--- src/rtl/t_block_pkg.sv ---
// Shared types, constants and fixed-point helpers for the DH link-transform stage.
// Words are signed Q3.23 in 27 bits.
package t_block_pkg;

    localparam int FIX_W    = 27;
    localparam int FIX_FRAC = 23;

    typedef logic signed [FIX_W-1:0]   fix_t;
    typedef logic signed [2*FIX_W-1:0] prod_t;

    localparam fix_t FIX_ONE = 27'sh0800000;
    localparam fix_t FIX_MAX = 27'sh3FFFFFF;
    localparam fix_t FIX_MIN = 27'sh4000000;

    typedef enum logic [1:0] {
        S_IDLE,
        S_ISSUE,
        S_DRAIN,
        S_DONE
    } state_e;

    // Row-major positions of the twelve non-trivial matrix entries.
    typedef enum logic [3:0] {
        SLOT_T00, SLOT_T01, SLOT_T02, SLOT_T03,
        SLOT_T10, SLOT_T11, SLOT_T12, SLOT_T13,
        SLOT_T20, SLOT_T21, SLOT_T22, SLOT_T23
    } slot_e;

    typedef struct packed {
        logic       vld;
        logic [2:0] idx;
    } tag_t;

    function automatic fix_t sat_neg(input fix_t x);
        return (x == FIX_MIN) ? FIX_MAX : -x;
    endfunction

    // Arithmetic shift floors toward -inf; anything outside the word range clamps.
    function automatic fix_t scale_sat(input prod_t p, input int unsigned frac);
        prod_t q;
        q = p >>> frac;
        if (q > prod_t'(FIX_MAX)) return FIX_MAX;
        if (q < prod_t'(FIX_MIN)) return FIX_MIN;
        return q[FIX_W-1:0];
    endfunction

endpackage

--- src/rtl/t_block_assemble_mult.sv ---
// mult_27: signed W x W -> 2W multiplier, registered LAT stages deep, matching the
// pipeline behaviour of the lpm_mult configuration used elsewhere in the t_block.
module mult_27 #(
    parameter int W   = 27,
    parameter int LAT = 2
) (
    input  logic                  clk,
    input  logic signed [W-1:0]   dataa,
    input  logic signed [W-1:0]   datab,
    output logic signed [2*W-1:0] result
);

    logic signed [2*W-1:0] a_x;
    logic signed [2*W-1:0] b_x;
    logic signed [2*W-1:0] pipe [LAT];

    assign a_x = {{W{dataa[W-1]}}, dataa};
    assign b_x = {{W{datab[W-1]}}, datab};

    // NOTE: pure datapath pipeline with no reset; validity is tracked by the caller's tags.
    always_ff @(posedge clk) begin
        pipe[0] <= a_x * b_x;
        for (int i = 1; i < LAT; i++) begin
            pipe[i] <= pipe[i-1];
        end
    end

    assign result = pipe[LAT-1];

endmodule

--- src/rtl/t_block_assemble.sv ---
// Assembles one DH link transform from sin/cos of theta/alpha and link constants,
// time-sharing a single pipelined multiplier across the six required products.
module t_block_assemble
    import t_block_pkg::*;
#(
    parameter int W        = FIX_W,
    parameter int FRAC     = FIX_FRAC,
    parameter int MULT_LAT = 2
) (
    input  logic                clk,
    input  logic                reset,
    input  logic                in_valid,
    output logic                in_ready,
    input  logic signed [W-1:0] sin_t,
    input  logic signed [W-1:0] cos_t,
    input  logic signed [W-1:0] sin_a,
    input  logic signed [W-1:0] cos_a,
    input  logic signed [W-1:0] len_a,
    input  logic signed [W-1:0] len_d,
    output logic                out_valid,
    input  logic                out_ready,
    output logic signed [W-1:0] t_out [0:11]
);

    state_e state, state_nxt;
    logic [2:0] issue_cnt;
    logic issue_en;
    logic accept;

    fix_t op_st, op_ct, op_sa, op_ca, op_a;
    fix_t mul_a, mul_b;
    prod_t mul_p;
    fix_t scaled;

    tag_t tag_q [MULT_LAT];
    tag_t tag_out;

    assign accept  = in_valid && in_ready;
    assign tag_out = tag_q[MULT_LAT-1];

    // NOTE: sequential state uses non-blocking assignments so every register samples pre-edge values.
    always_ff @(posedge clk) begin
        if (reset) state <= S_IDLE;
        else       state <= state_nxt;
    end

    // NOTE: every output of this block gets a default first, so no latch can be inferred.
    always_comb begin
        state_nxt = state;
        in_ready  = 1'b0;
        out_valid = 1'b0;
        issue_en  = 1'b0;
        case (state)
            S_IDLE: begin
                in_ready = 1'b1;
                if (in_valid) state_nxt = S_ISSUE;
            end
            S_ISSUE: begin
                issue_en = 1'b1;
                if (issue_cnt == 3'd5) state_nxt = S_DRAIN;
            end
            S_DRAIN: begin
                if (tag_out.vld && tag_out.idx == 3'd5) state_nxt = S_DONE;
            end
            S_DONE: begin
                out_valid = 1'b1;
                if (out_ready) state_nxt = S_IDLE;
            end
            default: state_nxt = S_IDLE;
        endcase
    end

    always_ff @(posedge clk) begin
        if (reset || state != S_ISSUE) issue_cnt <= '0;
        else                           issue_cnt <= issue_cnt + 3'd1;
    end

    // Operand registers hold only data, so they are loaded on acceptance and never reset.
    always_ff @(posedge clk) begin
        if (accept) begin
            op_st <= sin_t;
            op_ct <= cos_t;
            op_sa <= sin_a;
            op_ca <= cos_a;
            op_a  <= len_a;
        end
    end

    always_comb begin
        mul_a = op_st;
        mul_b = op_ca;
        case (issue_cnt)
            3'd1: begin mul_a = op_st; mul_b = op_sa; end
            3'd2: begin mul_a = op_ct; mul_b = op_ca; end
            3'd3: begin mul_a = op_ct; mul_b = op_sa; end
            3'd4: begin mul_a = op_a;  mul_b = op_ct; end
            3'd5: begin mul_a = op_a;  mul_b = op_st; end
            default: ;
        endcase
    end

    mult_27 #(.W(W), .LAT(MULT_LAT)) u_mult (
        .clk    (clk),
        .dataa  (mul_a),
        .datab  (mul_b),
        .result (mul_p)
    );

    assign scaled = scale_sat(mul_p, FRAC);

    // Tag pipeline mirrors the multiplier depth so each result finds its slot.
    always_ff @(posedge clk) begin
        if (reset) begin
            for (int i = 0; i < MULT_LAT; i++) tag_q[i] <= '0;
        end else begin
            tag_q[0] <= '{vld: issue_en, idx: issue_cnt};
            for (int i = 1; i < MULT_LAT; i++) tag_q[i] <= tag_q[i-1];
        end
    end

    always_ff @(posedge clk) begin
        if (reset) begin
            for (int i = 0; i < 12; i++) t_out[i] <= '0;
        end else begin
            if (accept) begin
                t_out[SLOT_T00] <= cos_t;
                t_out[SLOT_T10] <= sin_t;
                t_out[SLOT_T20] <= '0;
                t_out[SLOT_T21] <= sin_a;
                t_out[SLOT_T22] <= cos_a;
                t_out[SLOT_T23] <= len_d;
            end
            if (tag_out.vld) begin
                case (tag_out.idx)
                    3'd0:    t_out[SLOT_T01] <= sat_neg(scaled);
                    3'd1:    t_out[SLOT_T02] <= scaled;
                    3'd2:    t_out[SLOT_T11] <= scaled;
                    3'd3:    t_out[SLOT_T12] <= sat_neg(scaled);
                    3'd4:    t_out[SLOT_T03] <= scaled;
                    3'd5:    t_out[SLOT_T13] <= scaled;
                    default: ;
                endcase
            end
        end
    end

endmodule

--- config.mk ---
export PLATFORM = sky130hd
export DESIGN_NAME = t_block_assemble
export DESIGN_NICKNAME = d
export VERILOG_FILES = /design/src/rtl/t_block_pkg.sv /design/src/rtl/t_block_assemble_mult.sv /design/src/rtl/t_block_assemble.sv
export SDC_FILE = /design/constraint.sdc
export NUM_CORES = 2
export LEC_CHECK = 0
export ABC_CLOCK_PERIOD_IN_PS = 11000
export BUFFER_PORTS_ARGS = -buffer_cell sky130_fd_sc_hd__buf_2
export CAP_MARGIN = 20
export CORE_MARGIN = 2
export CORE_UTILIZATION = 34
export CTS_BUF_LIST = sky130_fd_sc_hd__clkbuf_4 sky130_fd_sc_hd__clkbuf_8
export DETAILED_ROUTE_END_ITERATION = 16
export GPL_ROUTABILITY_DRIVEN = 0
export PLACE_DENSITY = 0.63
export SLEW_MARGIN = 20
export SYNTH_ARGS = -nofsm -noshare
export SYNTH_HDL_FRONTEND = slang
export SYNTH_SLANG_ARGS = --single-unit
--- constraint.sdc ---
create_clock -name clk -period 11 [get_ports clk]
set_clock_uncertainty 0.05 [all_clocks]
set_input_delay 2.2 -clock clk [delete_from_list [all_inputs] [get_ports clk]]
set_output_delay 2.2 -clock clk [all_outputs]
set_load 0.03 [all_outputs]
== Yosys cells after proc, flatten, opt, wreduce, memory -nomap -nowiden ==
Memories as Yosys holds them, arrays and structs flattened.
Index checks and enable logic that the tools add are counted.
Storage, ports and cells
  flip-flop bits (word level): 437
  latch bits: 0
  RAM bits: 116
  ROM bits: 0
  input port bits: 166
  output and inout bits: 326
  word-level logic and storage cells: 84
  memories: 2
Cells by class
  $add $sub $neg: 2
  multipliers: 1
  div/mod/pow operators: 0
  order comparisons: 2
  equality and inequality tests: 19
  shifts and indexed selects: 0
  mux-type cells: 23
  bitwise gates (word level): 2
  reductions and logical operators: 15
Memory list
  u_mult.pipe: words 2, width 54, rd ports 2, clocked after memory_dff 0, write ports 2, RTL line t_block_assemble_mult.sv:15  | logic signed [2*W-1:0] pipe [LAT];
  tag_q: words 2, width 4, rd ports 2, clocked after memory_dff 0, write ports 2, RTL line t_block_assemble.sv:35  | tag_t tag_q [MULT_LAT];
Operator list (number)
  $mux W27: 5
  $pmux W27 S3: 1
  $mul A27 B27 Y54: 1
  $pmux W27 S2: 1
  $gt A31 B27 Y1 const B: 1
  $lt A31 B27 Y1 const B: 1
  $eq A27 B27 Y1 const B: 1
  $neg A27 Y27: 1
  $eq A3 B2 Y1 const B: 4
  $eq A3 B3 Y1 const B: 4
  $reduce_and A2 Y1: 6
  $mux W1: 9
  $mux W2: 4
  $mux W4: 2
  $ne A2 B2 Y1 const B: 4
  $pmux W2 S4: 1
  $eq A3 B1 Y1 const B: 2
  $reduce_or A2 Y1: 3
  $eq A2 B2 Y1 const B: 2
  $reduce_and A4 Y1: 1
  $add A3 B1 Y3 const B: 1
  $logic_not A3 Y1: 1
  $eq A2 B1 Y1 const B: 1
  $logic_and A1 B1 Y1: 2
  4 further kinds: 5

== Logic depth before layout (Yosys ltp) ==
An unclocked memory read counts as a cell.
  depth in word-level cells: 8
  depth in mapped cells: 35
  depth with buffers taken out: 32

== Cells and area by module ==
A second synthesis with hierarchy kept.
Second synthesis, totals
  cells, all modules: 4795
  area, all modules: 45720.1 sq um
Modules (own cells, without submodules)
  mult_27: instances 1, cells each 3090, area each 28949.0 sq um, seq. area each 2162.1 sq um
  t_block_assemble: instances 1, cells each 1705, area each 16771.1 sq um, seq. area each 10259.8 sq um

== Least setup slack after synthesis ==
OpenSTA, ideal clock, no wires.
  path kind: flip-flop to flip-flop
  from: register issue_cnt[2]
  to: memory u_mult.pipe[0][53] (netlist name)
  setup time: 0.133 ns
  data arrival time: 8.549 ns
  data required time: 10.817 ns
  setup slack: 2.268 ns
  cell stages (with the launch flop): 30
  buffers on the path: 5
  clock period less this slack: 8.732 ns
  cells stage by stage: dfxtp_1 -> buf_2 -> inv_1 -> ha_1 -> or2_2 -> clkbuf_1 -> clkbuf_1 -> a222oi_1 -> a21o_1 -> buf_1 -> nor2_1 -> fa_1 -> inv_1 -> fa_1 -> inv_1 -> fa_1 -> inv_1 -> fa_1 -> fa_1 -> fa_1 -> fa_1 -> inv_1 -> ha_1 -> clkbuf_1 -> nand4_1 -> or3_1 -> or3_1 -> a211oi_1 -> o2111a_1 -> a211oi_1
RTL lines
  from (decl): RTL line t_block_assemble.sv:26  | logic [2:0] issue_cnt;
  from (signal assigned): RTL line t_block_assemble.sv:75  | else issue_cnt <= issue_cnt + 3'd1;
  to (decl): RTL line t_block_assemble_mult.sv:15

==> results.cfg <==
[routing]
drc = 0
wl_per_cell_um = 20.28
routed_wl_um = 141400
antenna_left = 0
firstDrtPassIters = 6
first_iter_violations = 2971
vias = 34660
routed_via_density = 4.971

[setup_path]
cp_slowest_cell = a21o_1
crit_path_start_kind = register
crit_path_max_fanout = 18
cp_data_arrival_time_ps = 10250
crit_buf_inv = 3
slowest_delay_ps = 830
crit_required_ps = 11610
path_class = register to register
cp_common_cell = fa_1
critPathCaptureType = register
critical-path-top-delay-family = adder cells

[clocking]
htree_levels = 3
insertion_delay_ps = 770
path_clk_slew_ps = 60
cts_setup_buffers = 0
cts-buffers-inserted = 84
ctsRootBufferMaster = clkbuf_8
clock-sinks = 507
clockBufferDepth = 3
hold_buffers = 0
ctsResizeCount = 0
cts_tree = built

[yosys]
ys.flop_type = dfxtp_1
synthCells = 4782
ys_types = 81
synth-edff-count = 135
netlist_area_um2 = 43990
synth-seq-cells = 507
syn_avg_cell_area_um2 = 9.199
async_flop_share_pct = 0
ys_warn_count = 0
seq_area_frac_synth_pct = 26.14

[grt]
grt_pass1_vias = 35490
grt_first_pass_wirelength_um = 213700
grt_overflow = 0
grt_usage_pct = 21.26
grt_antenna_before_repair = 6
grt_start_max_net_pins = 142

[layout]
area_delta_synth_final_pct = 13.68
fin_util_pct = 39.07
drive_gt1_share_pct = 14.40
nets = 6265

[floorplanning]
fp.dieW_um = 363.7
ios = 492
core_area_um2 = 128000
dieHeight_um = 363.7
rows = 131
start_util_pct = 34.36
die-area_um2 = 132300

[sta]
final.period_utilization_pct = 87.65
rsz0062_at_grt = no
finalHoldViolations = 0
setup_ws_ps = 1358
setup_violations = 0
tightestPinTransition_ps = 1128
tns_ps = 0
max-slew-margin-rel_pct = 24.79
slew_viol_final = 0
fmax_mhz = 103.7
fin_crit_ps = 9642

[run]
max_cap_violations = 0

[outcome]
outcome = finished, final reports clean

[placed_design]
dpl.hpwl_um = 113100
pre_cts_ws_ps = 1502
port_buffers = 464

[worst_hold_path]
hold_class = register to register
-- layout by cell type, fill, tap and decap left out, types with 9 or more instances in the layout --
cell	instances
a211oi_1	87
a21o_1	48
a21oi_1	305
a221o_1	30
a221oi_1	25
a222oi_1	26
a31oi_1	9
and2_1	34
buf_2	463
buf_4	95
clkbuf_4	24
clkbuf_8	92
clkinv_1	10
clkinv_2	12
conb_1	27
dfxtp_1	372
edfxtp_1	135
fa_1	760
ha_1	163
inv_1	879
nand2_1	810
nand2b_1	11
nand3_1	14
nand4_1	12
nor2_1	559
nor2b_1	12
o21ai_0	23
o21ai_1	10
xnor2_1	43
xor2_1	20
-- per-layer routing --
layer	global-route usage (%)	part of all wire (%)	up-vias
met5	0	0.040	-
met1	26.92	40	17130
met4	10.21	5.1	10
li1	-	-	15430
met2	33.26	45	1739
met3	6.246	10	356
-- cell families (layout without fill, tap and decap cells) --
group / count (synthesis) / after routing / synth area share [%]
other cells: 1 / 28 / 0.008524
flops: 507 / 507 / 26.14
simple gates: 1503 / 1503 / 13.72
xor+xnor: 63 / 63 / 1.254
fa+ha+maj: 923 / 923 / 39.22
buf+inv: 1159 / 1594 / 10.37
mux: 2 / 2 / 0.04551
compound gates: 624 / 624 / 9.235
-- metrics by stage --
| stage | area, um^2 | cells | hold slack (ps) |
|---|---|---|---|
| after global placement | 48170 | 6819 | 261.1 |
| after CTS | 50010 | 6972 | 257.3 |
| after detailed placement | 48170 | 6819 | 262.1 |
| after floorplan | 44090 | 4808 | 259.6 |
| final | 50010 | 6973 | 257.3 |
| after global routing | 50010 | 6973 | 262.0 |
-- cell usage after synthesis, drive strengths merged (3+ instances only) --
| cell | number | share of area [%] |
|---|---|---|
| a21o | 49 | 0.84 |
| inv | 881 | 7.5 |
| a211oi | 88 | 1.5 |
| a2111oi | 4 | 0.14 |
| or3 | 4 | 0.057 |
| o31ai | 3 | 0.051 |
| o21ai | 35 | 0.41 |
| a221oi | 31 | 0.63 |
| nand2b | 11 | 0.16 |
| a21oi | 313 | 3.6 |
| nand3 | 14 | 0.16 |
| buf | 59 | 0.85 |
| nand3b | 4 | 0.068 |
| nand4 | 14 | 0.23 |
| nor3 | 10 | 0.15 |
| fa | 760 | 35 |
| and3 | 5 | 0.071 |
| a222oi | 26 | 0.59 |
| a31oi | 10 | 0.14 |
| o22ai | 3 | 0.043 |
| or2 | 8 | 0.11 |
| and2 | 35 | 0.50 |
| ha | 163 | 4.6 |
| a221o | 30 | 0.68 |
| o21a | 4 | 0.071 |
| o211ai | 3 | 0.051 |
| dfxtp | 372 | 17 |
| xnor2 | 43 | 0.86 |
| a31o | 5 | 0.10 |
| nor4 | 5 | 0.12 |
| xor2 | 20 | 0.40 |
| clkbuf | 219 | 2.0 |
| nor2b | 12 | 0.17 |
| o21bai | 6 | 0.10 |
| nor2 | 561 | 4.8 |
| edfxtp | 135 | 9.2 |
| nand2 | 811 | 6.9 |
-- cell type report --
| class | count | area (um^2) |
|---|---|---|
| tap | 1729 | 2163 |
| fill | 12840 | 78000 |
| clock buffer | 116 | 1446 |
| sequential | 507 | 11500 |
| multi-input combinational | 3142 | 28120 |
| inverter | 881 | 3314 |
| clock inverter | 37 | 390.4 |
| antenna | 1 | 2.502 |
| timing repair buffer | 560 | 3065 |
-- sequential cells by signal, indices dropped and copies added, names as in the netlist --
| register | cells |
|---|---|
| t_out | 297 |
| u_mult.pipe | 62 |
| op_a | 27 |
| op_ca | 27 |
| op_ct | 27 |
| op_sa | 27 |
| op_st | 27 |
| tag_q | 8 |
| issue_cnt | 3 |
| state | 2 |
-- worst register-to-register path, delay by kind of cell, from the launching register on --
kind / cells / cell delay, ps
xor+xnor: 1 / 140
simple gates: 2 / 720
compound gates: 10 / 3770
flops: 1 / 500
buf+inv: 3 / 220
fa+ha+maj: 9 / 4170
-- path summary, 6_finish.rpt --
path / from / to / slack (ps) / depth (start not counted)
setup / recovery: issue_cnt[2] / u_mult.pipe[0][43] / 1360 / 25
hold / removal: u_mult.pipe[0][36] / u_mult.pipe[0][90] / 260 / 0
setup reg to reg: issue_cnt[2] / u_mult.pipe[0][43] / 1360 / 25
hold reg to reg: u_mult.pipe[0][36] / u_mult.pipe[0][90] / 260 / 0
Power is not shown: default switching activity piles up to over one toggle a cycle in this logic, so the estimate is an artifact.
